## src/rtl/rtc_banco_lectura_if.sv

```systemverilog
// Bus bundle between the RTC control block / display side and the read-back register bank.
// The master drives the sweep strobes and data byte; the slave (register bank) returns committed fields.
interface rtc_banco_lectura_if #(
    parameter int unsigned ERR_CNT_W = 8
);
    logic [7:0]           bus_in;
    logic                 enable_leer;
    logic                 En_seg;
    logic                 En_min;
    logic                 En_hora;
    logic                 En_dia;
    logic                 En_mes;
    logic                 En_year;
    logic                 En_cr_seg;
    logic                 En_cr_min;
    logic                 En_cr_hora;
    logic                 limpiar_alarma;

    logic [7:0]           seg;
    logic [7:0]           min;
    logic [7:0]           hora;
    logic                 pm;
    logic [7:0]           dia;
    logic [7:0]           mes;
    logic [7:0]           year;
    logic [7:0]           cr_seg;
    logic [7:0]           cr_min;
    logic [7:0]           cr_hora;
    logic                 datos_validos;
    logic                 lectura_error;
    logic [ERR_CNT_W-1:0] cont_error;
    logic                 cr_fin;

    modport master (
        output bus_in, enable_leer,
        output En_seg, En_min, En_hora, En_dia, En_mes, En_year,
        output En_cr_seg, En_cr_min, En_cr_hora, limpiar_alarma,
        input  seg, min, hora, pm, dia, mes, year, cr_seg, cr_min, cr_hora,
        input  datos_validos, lectura_error, cont_error, cr_fin
    );

    modport slave (
        input  bus_in, enable_leer,
        input  En_seg, En_min, En_hora, En_dia, En_mes, En_year,
        input  En_cr_seg, En_cr_min, En_cr_hora, limpiar_alarma,
        output seg, min, hora, pm, dia, mes, year, cr_seg, cr_min, cr_hora,
        output datos_validos, lectura_error, cont_error, cr_fin
    );
endinterface

```

## src/rtl/rtc_banco_lectura.sv

```systemverilog
// RTC read-back register bank: shadows each field during a read sweep, range-checks the BCD,
// and commits all nine fields atomically only after a complete, error-free sweep.
module rtc_banco_lectura #(
    parameter int unsigned ERR_CNT_W = 8
) (
    input  logic               clk,
    input  logic               rst,
    rtc_banco_lectura_if.slave rif
);
    localparam int unsigned NF = 9;
    localparam int unsigned BW = 8;
    localparam int unsigned HW = 6;

    typedef enum logic {
        ST_IDLE,
        ST_SWEEP
    } state_e;

    state_e               state_q, state_d;
    logic [NF-1:0]        strb;
    logic [NF-1:0]        mask_q, mask_d;
    logic                 err_q, err_d;
    logic                 sweep_start, sweep_end, commit;
    logic                 cap_ok;

    logic [BW-1:0]        sh_seg_q, sh_seg_d, sh_min_q, sh_min_d;
    logic [HW-1:0]        sh_hora_q, sh_hora_d;
    logic                 sh_pm_q, sh_pm_d;
    logic [BW-1:0]        sh_dia_q, sh_dia_d, sh_mes_q, sh_mes_d, sh_year_q, sh_year_d;
    logic [BW-1:0]        sh_cseg_q, sh_cseg_d, sh_cmin_q, sh_cmin_d, sh_chora_q, sh_chora_d;

    logic [BW-1:0]        seg_q, seg_d, min_q, min_d;
    logic [HW-1:0]        hora_q, hora_d;
    logic                 pm_q, pm_d;
    logic [BW-1:0]        dia_q, dia_d, mes_q, mes_d, year_q, year_d;
    logic [BW-1:0]        cseg_q, cseg_d, cmin_q, cmin_d, chora_q, chora_d;
    logic                 dv_q, dv_d, le_q, le_d, fin_q, fin_d;
    logic [ERR_CNT_W-1:0] cnt_q, cnt_d;

    // Both nibbles decimal and value inside [lo, hi]; valid BCD compares like binary.
    function automatic logic bcd_in(input logic [BW-1:0] b, input logic [BW-1:0] lo,
                                    input logic [BW-1:0] hi);
        return (b[7:4] <= 4'd9) && (b[3:0] <= 4'd9) && (b >= lo) && (b <= hi);
    endfunction

    assign strb = {rif.En_cr_hora, rif.En_cr_min, rif.En_cr_seg, rif.En_year, rif.En_mes,
                   rif.En_dia, rif.En_hora, rif.En_min, rif.En_seg};

    assign sweep_start = (state_q == ST_IDLE)  &&  rif.enable_leer;
    assign sweep_end   = (state_q == ST_SWEEP) && !rif.enable_leer;
    assign commit      = sweep_end && (&mask_q) && !err_q;

    always_ff @(posedge clk) begin
        if (rst) begin
            state_q    <= ST_IDLE;
            mask_q     <= '0;
            err_q      <= 1'b0;
            sh_seg_q   <= '0;
            sh_min_q   <= '0;
            sh_hora_q  <= '0;
            sh_pm_q    <= 1'b0;
            sh_dia_q   <= '0;
            sh_mes_q   <= '0;
            sh_year_q  <= '0;
            sh_cseg_q  <= '0;
            sh_cmin_q  <= '0;
            sh_chora_q <= '0;
            seg_q      <= 8'h00;
            min_q      <= 8'h00;
            hora_q     <= 6'h12;
            pm_q       <= 1'b0;
            dia_q      <= 8'h01;
            mes_q      <= 8'h01;
            year_q     <= 8'h00;
            cseg_q     <= 8'h00;
            cmin_q     <= 8'h00;
            chora_q    <= 8'h00;
            dv_q       <= 1'b0;
            le_q       <= 1'b0;
            fin_q      <= 1'b0;
            cnt_q      <= '0;
        end else begin
            state_q    <= state_d;
            mask_q     <= mask_d;
            err_q      <= err_d;
            sh_seg_q   <= sh_seg_d;
            sh_min_q   <= sh_min_d;
            sh_hora_q  <= sh_hora_d;
            sh_pm_q    <= sh_pm_d;
            sh_dia_q   <= sh_dia_d;
            sh_mes_q   <= sh_mes_d;
            sh_year_q  <= sh_year_d;
            sh_cseg_q  <= sh_cseg_d;
            sh_cmin_q  <= sh_cmin_d;
            sh_chora_q <= sh_chora_d;
            seg_q      <= seg_d;
            min_q      <= min_d;
            hora_q     <= hora_d;
            pm_q       <= pm_d;
            dia_q      <= dia_d;
            mes_q      <= mes_d;
            year_q     <= year_d;
            cseg_q     <= cseg_d;
            cmin_q     <= cmin_d;
            chora_q    <= chora_d;
            dv_q       <= dv_d;
            le_q       <= le_d;
            fin_q      <= fin_d;
            cnt_q      <= cnt_d;
        end
    end

    always_comb begin
        state_d    = rif.enable_leer ? ST_SWEEP : ST_IDLE;
        mask_d     = mask_q;
        err_d      = err_q;
        cap_ok     = 1'b1;
        sh_seg_d   = sh_seg_q;
        sh_min_d   = sh_min_q;
        sh_hora_d  = sh_hora_q;
        sh_pm_d    = sh_pm_q;
        sh_dia_d   = sh_dia_q;
        sh_mes_d   = sh_mes_q;
        sh_year_d  = sh_year_q;
        sh_cseg_d  = sh_cseg_q;
        sh_cmin_d  = sh_cmin_q;
        sh_chora_d = sh_chora_q;
        seg_d      = seg_q;
        min_d      = min_q;
        hora_d     = hora_q;
        pm_d       = pm_q;
        dia_d      = dia_q;
        mes_d      = mes_q;
        year_d     = year_q;
        cseg_d     = cseg_q;
        cmin_d     = cmin_q;
        chora_d    = chora_q;
        dv_d       = 1'b0;
        le_d       = 1'b0;
        fin_d      = fin_q;
        cnt_d      = cnt_q;

        if (sweep_start) begin
            mask_d = '0;
            err_d  = 1'b0;
        end

        // Capture: exactly one strobe writes its shadow; colliding strobes only poison the sweep.
        if (rif.enable_leer) begin
            if ($onehot(strb)) begin
                mask_d = mask_d | strb;
                case (strb)
                    9'b000000001: begin
                        sh_seg_d = rif.bus_in;
                        cap_ok   = bcd_in(rif.bus_in, 8'h00, 8'h59);
                    end
                    9'b000000010: begin
                        sh_min_d = rif.bus_in;
                        cap_ok   = bcd_in(rif.bus_in, 8'h00, 8'h59);
                    end
                    9'b000000100: begin
                        sh_hora_d = rif.bus_in[5:0];
                        sh_pm_d   = rif.bus_in[7];
                        cap_ok    = !rif.bus_in[6] &&
                                    bcd_in({2'b00, rif.bus_in[5:0]}, 8'h01, 8'h12);
                    end
                    9'b000001000: begin
                        sh_dia_d = rif.bus_in;
                        cap_ok   = bcd_in(rif.bus_in, 8'h01, 8'h31);
                    end
                    9'b000010000: begin
                        sh_mes_d = rif.bus_in;
                        cap_ok   = bcd_in(rif.bus_in, 8'h01, 8'h12);
                    end
                    9'b000100000: begin
                        sh_year_d = rif.bus_in;
                        cap_ok    = bcd_in(rif.bus_in, 8'h00, 8'h99);
                    end
                    9'b001000000: begin
                        sh_cseg_d = rif.bus_in;
                        cap_ok    = bcd_in(rif.bus_in, 8'h00, 8'h59);
                    end
                    9'b010000000: begin
                        sh_cmin_d = rif.bus_in;
                        cap_ok    = bcd_in(rif.bus_in, 8'h00, 8'h59);
                    end
                    9'b100000000: begin
                        sh_chora_d = rif.bus_in;
                        cap_ok     = bcd_in(rif.bus_in, 8'h00, 8'h23);
                    end
                    default: cap_ok = 1'b0;
                endcase
                if (!cap_ok) err_d = 1'b1;
            end else if (strb != '0) begin
                err_d = 1'b1;
            end
        end

        if (rif.limpiar_alarma) fin_d = 1'b0;

        // Decision cycle: atomic commit, or reject and count.
        if (commit) begin
            seg_d   = sh_seg_q;
            min_d   = sh_min_q;
            hora_d  = sh_hora_q;
            pm_d    = sh_pm_q;
            dia_d   = sh_dia_q;
            mes_d   = sh_mes_q;
            year_d  = sh_year_q;
            cseg_d  = sh_cseg_q;
            cmin_d  = sh_cmin_q;
            chora_d = sh_chora_q;
            dv_d    = 1'b1;
            if ({sh_chora_q, sh_cmin_q, sh_cseg_q} != '0) begin
                fin_d = 1'b0;
            end else if ({chora_q, cmin_q, cseg_q} != '0) begin
                fin_d = 1'b1;
            end
        end else if (sweep_end) begin
            le_d = 1'b1;
            if (cnt_q != '1) cnt_d = cnt_q + ERR_CNT_W'(1);
        end
    end

    assign rif.seg           = seg_q;
    assign rif.min           = min_q;
    assign rif.hora          = {2'b00, hora_q};
    assign rif.pm            = pm_q;
    assign rif.dia           = dia_q;
    assign rif.mes           = mes_q;
    assign rif.year          = year_q;
    assign rif.cr_seg        = cseg_q;
    assign rif.cr_min        = cmin_q;
    assign rif.cr_hora       = chora_q;
    assign rif.datos_validos = dv_q;
    assign rif.lectura_error = le_q;
    assign rif.cont_error    = cnt_q;
    assign rif.cr_fin        = fin_q;

endmodule

```

## src/flat_wrapper.sv

```systemverilog
// flat-port wrapper written by rule: the top's interface ports become plain ports
module rtc_banco_lectura_flat 
#(
    parameter int unsigned ERR_CNT_W = 8
)
  (clk, rst, rif_bus_in, rif_enable_leer, rif_En_seg, rif_En_min, rif_En_hora, rif_En_dia, rif_En_mes, rif_En_year, rif_En_cr_seg, rif_En_cr_min, rif_En_cr_hora, rif_limpiar_alarma, rif_seg, rif_min, rif_hora, rif_pm, rif_dia, rif_mes, rif_year, rif_cr_seg, rif_cr_min, rif_cr_hora, rif_datos_validos, rif_lectura_error, rif_cont_error, rif_cr_fin);
  rtc_banco_lectura_if #(.ERR_CNT_W(ERR_CNT_W)) rif_i ();
  input  logic clk;
  input  logic rst;
  input wire logic [$bits(rif_i.bus_in)-1:0] rif_bus_in;
  input wire logic [$bits(rif_i.enable_leer)-1:0] rif_enable_leer;
  input wire logic [$bits(rif_i.En_seg)-1:0] rif_En_seg;
  input wire logic [$bits(rif_i.En_min)-1:0] rif_En_min;
  input wire logic [$bits(rif_i.En_hora)-1:0] rif_En_hora;
  input wire logic [$bits(rif_i.En_dia)-1:0] rif_En_dia;
  input wire logic [$bits(rif_i.En_mes)-1:0] rif_En_mes;
  input wire logic [$bits(rif_i.En_year)-1:0] rif_En_year;
  input wire logic [$bits(rif_i.En_cr_seg)-1:0] rif_En_cr_seg;
  input wire logic [$bits(rif_i.En_cr_min)-1:0] rif_En_cr_min;
  input wire logic [$bits(rif_i.En_cr_hora)-1:0] rif_En_cr_hora;
  input wire logic [$bits(rif_i.limpiar_alarma)-1:0] rif_limpiar_alarma;
  output wire logic [$bits(rif_i.seg)-1:0] rif_seg;
  output wire logic [$bits(rif_i.min)-1:0] rif_min;
  output wire logic [$bits(rif_i.hora)-1:0] rif_hora;
  output wire logic [$bits(rif_i.pm)-1:0] rif_pm;
  output wire logic [$bits(rif_i.dia)-1:0] rif_dia;
  output wire logic [$bits(rif_i.mes)-1:0] rif_mes;
  output wire logic [$bits(rif_i.year)-1:0] rif_year;
  output wire logic [$bits(rif_i.cr_seg)-1:0] rif_cr_seg;
  output wire logic [$bits(rif_i.cr_min)-1:0] rif_cr_min;
  output wire logic [$bits(rif_i.cr_hora)-1:0] rif_cr_hora;
  output wire logic [$bits(rif_i.datos_validos)-1:0] rif_datos_validos;
  output wire logic [$bits(rif_i.lectura_error)-1:0] rif_lectura_error;
  output wire logic [$bits(rif_i.cont_error)-1:0] rif_cont_error;
  output wire logic [$bits(rif_i.cr_fin)-1:0] rif_cr_fin;
  assign rif_i.bus_in = rif_bus_in;
  assign rif_i.enable_leer = rif_enable_leer;
  assign rif_i.En_seg = rif_En_seg;
  assign rif_i.En_min = rif_En_min;
  assign rif_i.En_hora = rif_En_hora;
  assign rif_i.En_dia = rif_En_dia;
  assign rif_i.En_mes = rif_En_mes;
  assign rif_i.En_year = rif_En_year;
  assign rif_i.En_cr_seg = rif_En_cr_seg;
  assign rif_i.En_cr_min = rif_En_cr_min;
  assign rif_i.En_cr_hora = rif_En_cr_hora;
  assign rif_i.limpiar_alarma = rif_limpiar_alarma;
  assign rif_seg = rif_i.seg;
  assign rif_min = rif_i.min;
  assign rif_hora = rif_i.hora;
  assign rif_pm = rif_i.pm;
  assign rif_dia = rif_i.dia;
  assign rif_mes = rif_i.mes;
  assign rif_year = rif_i.year;
  assign rif_cr_seg = rif_i.cr_seg;
  assign rif_cr_min = rif_i.cr_min;
  assign rif_cr_hora = rif_i.cr_hora;
  assign rif_datos_validos = rif_i.datos_validos;
  assign rif_lectura_error = rif_i.lectura_error;
  assign rif_cont_error = rif_i.cont_error;
  assign rif_cr_fin = rif_i.cr_fin;
  rtc_banco_lectura #(.ERR_CNT_W(ERR_CNT_W)) u_core (.clk(clk), .rst(rst), .rif(rif_i));
endmodule
```

## config.mk

```make
export PLATFORM = sky130hd
export DESIGN_NAME = rtc_banco_lectura_flat
export DESIGN_NICKNAME = d
export VERILOG_FILES = /design/src/rtl/rtc_banco_lectura_if.sv /design/src/rtl/rtc_banco_lectura.sv /design/src/flat_wrapper.sv
export SDC_FILE = /design/constraint.sdc
export NUM_CORES = 1
export LEC_CHECK = 0
export ABC_AREA = 1
export BUFFER_PORTS_ARGS = -buffer_cell sky130_fd_sc_hd__buf_2
export CELL_PAD_IN_SITES_DETAIL_PLACEMENT = 0
export CELL_PAD_IN_SITES_GLOBAL_PLACEMENT = 1
export CORE_AREA = 2 2 152 124
export DETAILED_ROUTE_END_ITERATION = 10
export DIE_AREA = 0 0 154 126
export PLACE_DENSITY_LB_ADDON = 0.1
export SYNTH_ARGS = -nofsm -noshare
export SYNTH_HDL_FRONTEND = slang
export SYNTH_SLANG_ARGS = --single-unit
```

## constraint.sdc

```tcl
create_clock -name clk -period 4.06 [get_ports clk]
set_clock_uncertainty 0.1 [all_clocks]
set_input_delay 0.812 -clock clk [delete_from_list [all_inputs] [get_ports clk]]
set_output_delay 0.812 -clock clk [all_outputs]
set_load 0.1 [all_outputs]
```

==> results.md, run 1 <==
- Status: finished clean
- Ys Warns: 0
- Largest cells by area after synthesis: dfxtp_1 (49%), nand2_1 (8.7%), o21ai_0 (6.7%)
- CTS tree: done
- Critical-path maximum fanout: 16
- Vias per std cell: between 4 and 5
- Post-synth EDFFs: 0
- Core area: approximately 18000 um2
- Hold WC Path Type: flip-flop to flip-flop
- Cells after synthesis: a little over 800
- Clk Latency, worst-skew pair: about 0.42 ns
- Top-level I/O count: around 110
- Clk slew on worst S/H paths: approximately 0.060 ns
- Pre-CTS WS: -0.167 ns
- Setup bufs post-CTS: 0
- # rows: 44
- Final Worst Setup Slack: 0.280 ns
- Slowest-stage cell, CP: fa_1
- DRC: 0
- Layout cell share with drive strength beyond 1: approximately a fifth
- Sequential share of the synthesized area: around 49%
- Average routed wire per standard cell: 15.0 um
- Worst slew pin tran: ~1.1 ns
- Cell taking the most area after synthesis: dfxtp_1
- Max Buffers Root-to-Sink: 2
- Largest reg by FF count: u_core.mask_q
- Flop and latch count out of synthesis: ~160
- Ant. Diodes: 0
- Crit path required time: 4.31 ns
- WL final: ~18000 um
- Drt pass-1 iters: 5
- Cells along the critical path: buf_2, inv_1, ha_1, inv_1, fa_1, fa_1, inv_1, ha_1, inv_1, fa_1, and3_1, inv_1, nor2_4, inv_4, nor2_4, o21ai_0, a21oi_1
- Fin area: ~8000 um2
- RSZ-0062 raised after global routing: false
- Setup Crit Path Kind: input port to flip-flop
- Max reg flops: 9
- Placed cell area: ~7400 um2
- Initial core utilization: between 30% and 40%
- Num Clock Sinks: approximately 160
- Final nets: ~980
- Die width: between 150 and 200 um
- H-tree levels: 4
- Max rail drop VDD: 0.242 mV
- Avg Inst Size Synth: 8.08 um2
- Vias in the first global route: ~5600
- Initial antenna violation count: 0
- Pin count of the biggest net entering global routing: roughly 120
- Setup crit start kind: input port
- IO buf count: approximately 100
- Most frequent CP cell: inv_1
- Async set-reset flop share out of synthesis: 0%
- Crit path arrival time: 4.03 ns
- Area delta synth->final: 20.0%
- Post-Syn Area: roughly 6700 um2
- Post-synth cell types: 40
- Relative slew slack: 27.7%
- All-layer global routing usage: 18.7%
- Most common cell after layout, fill and taps aside: dfxtp_1
- Tmin final: roughly 3.8 ns
- Post-DP HPWL: roughly 12000 um
- Final slew viol count: 0
- CTS Buf Count: 17
- Slowest Stage Delay on Critical Path: approximately 0.49 ns
- # resized after CTS: 0
- Pleak: ~3.6 nW
- Die Area: approximately 19000 um2
- Util after Layout: between 40 and 50%
- Setup-failing EPs final: 0
- Crit. End Element: flip-flop
- Top-area cell type share of the netlist area: ~50%
- Most frequent cells in the layout: dfxtp_1 (164), nand2_1 (155), buf_2 (102), o21ai_0 (89), inv_1 (84)
- Vias post-DR: between 5000 and 6000
- Tcrit/Tclk final: between 90 and 100%
- Maxcap violations: 0
- Hold_buf cts: 0
- DRT iter0 DRCs: a little over 300
- Die height: ~130 um
- Antenna Nets Post-Route: 0
- Final hold vios: 0
- First-pass GRT wire length: between 20000 and 30000 um
- Peak Freq: ~260 MHz
- Root buf cell: clkbuf_16
- RD Place Congestion: ~0.8
- Synth Flop Type: dfxtp_1
- Pwr dens: between 400 and 500 nW/um2
- GRT overflow: 0
-- final timing paths --
check,to,cells after the start,from,slack [ns]
worst max register to register,u_core.rif.cont_error[7],10,u_core.mask_q[0],1.47
worst min register to register,u_core.rif.year[5],2,u_core.sh_year_q[5],0.34
worst min-delay path,u_core.rif.year[5],2,u_core.sh_year_q[5],0.34
worst max-delay path,u_core.sh_cmin_q[2],17,rif_En_cr_min,0.28
-- final cells by class --
cell class,count,area (um2)
sequential,164,3280
clock buffer,22,494
multi-input combinational,528,2800
inverter,95,360
timing repair buffer,125,708
fill,1809,9870
clock inverter,9,95.1
tap,230,288
-- cells by family (layout without fill, tap and decap cells) --
kind of cell | Yosys count | count (layout) | synth area share (%)
AO/OA/AOI/OAI | 202 | 202 | 15.8
adder cells (fa/ha/maj) | 23 | 23 | 4.86
buffers and inverters | 137 | 251 | 9.15
flip-flops | 164 | 164 | 49.1
other | 1 | 2 | 0.0561
AND/OR/NAND/NOR | 301 | 301 | 21.1
-- per-stage QoR --
step | hold WS, ns | std cells | power (mW) | setup TNS (ns)
5_1_grt | 0.361 | 1173 | 3.59 | 0
3_5_place_dp | 0.332 | 1142 | 1.89 | -5.77
3_3_place_gp | 0.326 | 1142 | 1.88 | -2.24
6_report | 0.343 | 1173 | 3.44 | 0
4_1_cts | 0.349 | 1173 | 3.49 | 0
2_1_floorplan | 0.314 | 829 | 1.81 | 0
-- synth_stat cells, types with 5 or more instances --
library cell,count
nor2_4,7
a21oi_1,80
a211oi_1,9
nor2_1,36
o21ai_0,89
nor4_1,8
fa_1,5
buf_6,6
o21ai_1,14
clkbuf_1,10
nand2_1,155
buf_1,5
inv_2,6
ha_1,18
dfxtp_1,164
buf_2,11
nand3_1,65
inv_1,85
nand4_1,14
buf_4,9
-- worst max-delay path: cells and delay by family --
| kind | cells | cell delay (ns) |
|---|---|---|
| AOI/OAI and AO/OA | 2 | 0.34 |
| adders and majority gates | 5 | 1.75 |
| buffers and inverters | 7 | 0.53 |
| and+or+nand+nor | 3 | 0.58 |
-- routing by layer --
| metal | up-vias | track usage, % | wire [um] |
|---|---|---|---|
| li1 | 2941 | - | - |
| met1 | 2637 | 26.3 | 9080 |
| met2 | 131 | 28.9 | 7590 |
| met3 | 20 | 3.75 | 719 |
| met4 | 0 | 6.21 | 247 |
| met5 | - | 0 | 0 |
-- where the power goes --
| part | switching [mW] | total (mW) | internal (mW) |
|---|---|---|---|
| registers | 0.00506 | 1.62 | 1.62 |
| clock network | 0.668 | 1.60 | 0.930 |
| logic | 0.160 | 0.223 | 0.0629 |
Power figures use the tool's default switching activity.
==> run 2, diff against run 1 <==
CELL_PAD_IN_SITES_GLOBAL_PLACEMENT = 2   (was 1)
CORE_AREA = 2 2 163 133   (was 2 2 152 124)
DIE_AREA = 0 0 165 135   (was 0 0 154 126)
==> run 2 against run 1 <==
Against the previous run:
- final cell count increased by 3.0%
- setup slack got worse by 0.027 ns
- combinational power about the same
- non-clock buffer count decreased by 2
- routed wire length increased by 5.0%
- cell area decreased by 0.20%
- register-to-register slack improved by 0.03 ns
- global-route usage decreased by 1.5 points
- first-iteration DRC count increased by 55%
- clock power decreased by 5%
- via count increased by 0.42%
- critical endpoint is now u_core.sh_dia_q[3]
- largest cell class unchanged
- highest routed layer unchanged
==> results.md, run 2 (synthesized netlist as in run 1, its figures left out) <==
- Critical Path Source: rif_En_cr_min (unchanged)
- FF-to-FF setup slack: 1.50 ns (was 1.47 ns)
- Die Area: 22300 um2 (was 19400 um2)
- Drt pass-1 iters: 5 (unchanged)
- Vias in the first global route: 5497 (was 5557)
- Internal Power: 2.55 mW (was 2.61 mW)
- First-pass GRT wire length: 29400 um (was 28800 um)
- # resized after CTS: 0 (unchanged)
- CTS tree: done (unchanged)
- Core area: 20500 um2 (was 17900 um2)
- Max reg flops: 9 (unchanged)
- Final nets: 973 (was 975)
- Setup bufs post-CTS: 0 (unchanged)
- Peak Freq: 263 MHz (was 265 MHz)
- Root buf cell: clkbuf_16 (unchanged)
- Largest reg by FF count: u_core.mask_q (unchanged)
- Status: finished clean (unchanged)
- IO buf count: 102 (unchanged)
- Cells along the critical path: buf_2, ha_1, inv_1, fa_1, inv_1, fa_1, ha_1, inv_1, fa_1, and3_1, inv_1, nor2_4, inv_4, nor2_4, o21ai_0, a21oi_1 (was buf_2, inv_1, ha_1, inv_1, fa_1, fa_1, inv_1, ha_1, inv_1, fa_1, and3_1, inv_1, nor2_4, inv_4, nor2_4, o21ai_0, a21oi_1)
- Psw: 0.818 mW (was 0.834 mW)
- Setup Crit Path Kind: input port to flip-flop (unchanged)
- Ant. Diodes: 0 (unchanged)
- Die height: 135 um (was 126 um)
- Clock group share of total power: 45.1% (was 46.4%)
- Tmin final: 3.81 ns (was 3.78 ns)
- Vias post-DR: 5753 (was 5729)
- Maxcap violations: 0 (unchanged)
- Num Clock Sinks: 164 (unchanged)
- Setup crit start kind: input port (unchanged)
- Final hold vios: 0 (unchanged)
- Die width: 165 um (was 154 um)
- CTS Buf Count: 17 (unchanged)
- Pleak: 3.59 nW (was 3.61 nW)
- H-tree levels: 4 (unchanged)
- Slowest-stage cell, CP: fa_1 (unchanged)
- Most frequent CP cell: inv_1 (unchanged)
- Hold_ws: 0.348 ns (was 0.343 ns)
- All-layer global routing usage: 17.2% (was 18.7%)
- Vias per std cell: 4.76 (was 4.88)
- GRT overflow: 0 (unchanged)
- Top-level I/O count: 105 (unchanged)
- Hold_sp: u_core.sh_year_q[6] (was u_core.sh_year_q[5])
- Hold_buf cts: 0 (unchanged)
- Worst slew pin tran: 1.14 ns (was 1.08 ns)
- Comb pwr share: 6.7% (was 6.5%)
- Most frequent cells in the layout: dfxtp_1 (164), nand2_1 (155), buf_2 (102), o21ai_0 (89), inv_1 (84) (unchanged)
- Fin cells: 1208 (was 1173)
- Initial antenna violation count: 0 (unchanged)
- Sequential power share: 48.2% (was 47.1%)
- Antenna Nets Post-Route: 0 (unchanged)
- Relative slew slack: 24.2% (was 27.7%)
- Placed Instances: 1179 (was 1142)
- Slowest Stage Delay on Critical Path: 0.55 ns (was 0.49 ns)
- Placed cell area: 7470 um2 (was 7440 um2)
- Post-DP HPWL: 12800 um (was 12200 um)
- RSZ-0062 raised after global routing: false (unchanged)
- Clk slew on worst S/H paths: 0.06 ns (about the same)
- Sw Ratio: 24.3% (was 24.2%)
- Critical-path maximum fanout: 16 (unchanged)
- Pwr dens: 420 nW/um2 (was 429 nW/um2)
- Hold WC Path Type: flip-flop to flip-flop (unchanged)
- Max rail drop VDD: 0.200 mV (was 0.242 mV)
- # rows: 47 (was 44)
- Tcrit/Tclk final: 93.8% (was 93.1%)
- Setup-failing EPs final: 0 (unchanged)
- DRT iter0 DRCs: 475 (was 307)
- RD Place Congestion: 0.804 (was 0.801)
- Area delta synth->final: 19.8% (was 20.0%)
- Layout cell share with drive strength beyond 1: 19.0% (was 19.5%)
- Fin area: 8010 um2 (was 8030 um2)
- Crit path arrival time: 4.05 ns (was 4.03 ns)
- Crit path required time: 4.31 ns (about the same)
- Initial core utilization: 32.6% (was 37.4%)
- Most common cell after layout, fill and taps aside: dfxtp_1 (unchanged)
- Final Worst Setup Slack: 0.254 ns (was 0.280 ns)
- Final slew viol count: 0 (unchanged)
- Max Buffers Root-to-Sink: 2 (unchanged)
- Crit Reg-Reg Startpoint: u_core.mask_q[8] (was u_core.mask_q[0])
- Average routed wire per standard cell: 15.3 um (was 15.0 um)
- WL final: 18500 um (was 17600 um)
- Clk Latency, worst-skew pair: 0.42 ns (about the same)
- Layout fillers: 2121 (was 1809)
- Crit. End Element: flip-flop (unchanged)
- Pin count of the biggest net entering global routing: 119 (unchanged)
- Pre-CTS WS: -0.211 ns (was -0.167 ns)
- Setup TNS: 0 ns (unchanged)
- DRC: 0 (unchanged)
==> run 2: cell count changes in the layout (fill, tap and decap cells not counted) <==
cell | before | now
clkinv_2 | 2 | 4
inv_8 | 1 | 0
clkbuf_1 | 0 | 2
clkinv_4 | 2 | 1
buf_4 | 21 | 19
clkbuf_8 | 5 | 2
clkinvlp_4 | 3 | 1
inv_6 | 1 | 2
==> run 2: worst max-delay path, delay by kind of cell <==
kind                       cells  cell delay [ns]
buffers and inverters          6             0.47
AOI/OAI and AO/OA              2             0.33
adders and majority gates      5             1.83
and+or+nand+nor                3             0.60
==> run 2: layout make-up <==
class                   instances  area [um2]  share of cell area, %
repair buffers                123         693                   8.65
multi-input cells             528        2800                   34.9
clock buffers                  21         460                   5.75
well taps                     269         337                   4.20
flip-flops and latches        164        3280                   41.0
clock inverters                 8        78.8                  0.984
inverters                      95         360                   4.50
==> run 2: final timing paths <==
path	end	cells after the start
worst min-delay path	u_core.rif.year[6]	2
worst max register to register	u_core.rif.cont_error[7]	10
worst max-delay path	u_core.sh_dia_q[3]	16
worst min register to register	u_core.rif.year[6]	2
==> run 2: layer usage <==
metal / track usage [%] / vias to the layer above / part of all wire (%) / routed length, um
li1: - / 2930 / - / -
met1: 24.7 / 2689 / 52 / 9540
met2: 26.3 / 124 / 44 / 8100
met3: 3.78 / 10 / 4.1 / 756
met4: 3.91 / 0 / 0.69 / 127
met5: 0 / - / 0 / 0
==> run 2: per-stage QoR <==
stage | util [%] | power, mW
2_1_floorplan | - | 1.81
3_3_place_gp | 36.4 | 1.88
3_5_place_dp | 36.4 | 1.89
4_1_cts | 39.0 | 3.42
5_1_grt | 39.0 | 3.51
6_report | 39.0 | 3.37
==> run 2: power groups by stage <==
stage / Clock [mW] / Sequential [mW] / Combinational (mW)
6_report: 1.52 / 1.62 / 0.226
5_1_grt: 1.63 / 1.62 / 0.253
4_1_cts: 1.57 / 1.62 / 0.229
3_5_place_dp: 0 / 1.66 / 0.229
3_3_place_gp: 0 / 1.66 / 0.225
2_1_floorplan: 0 / 1.67 / 0.143
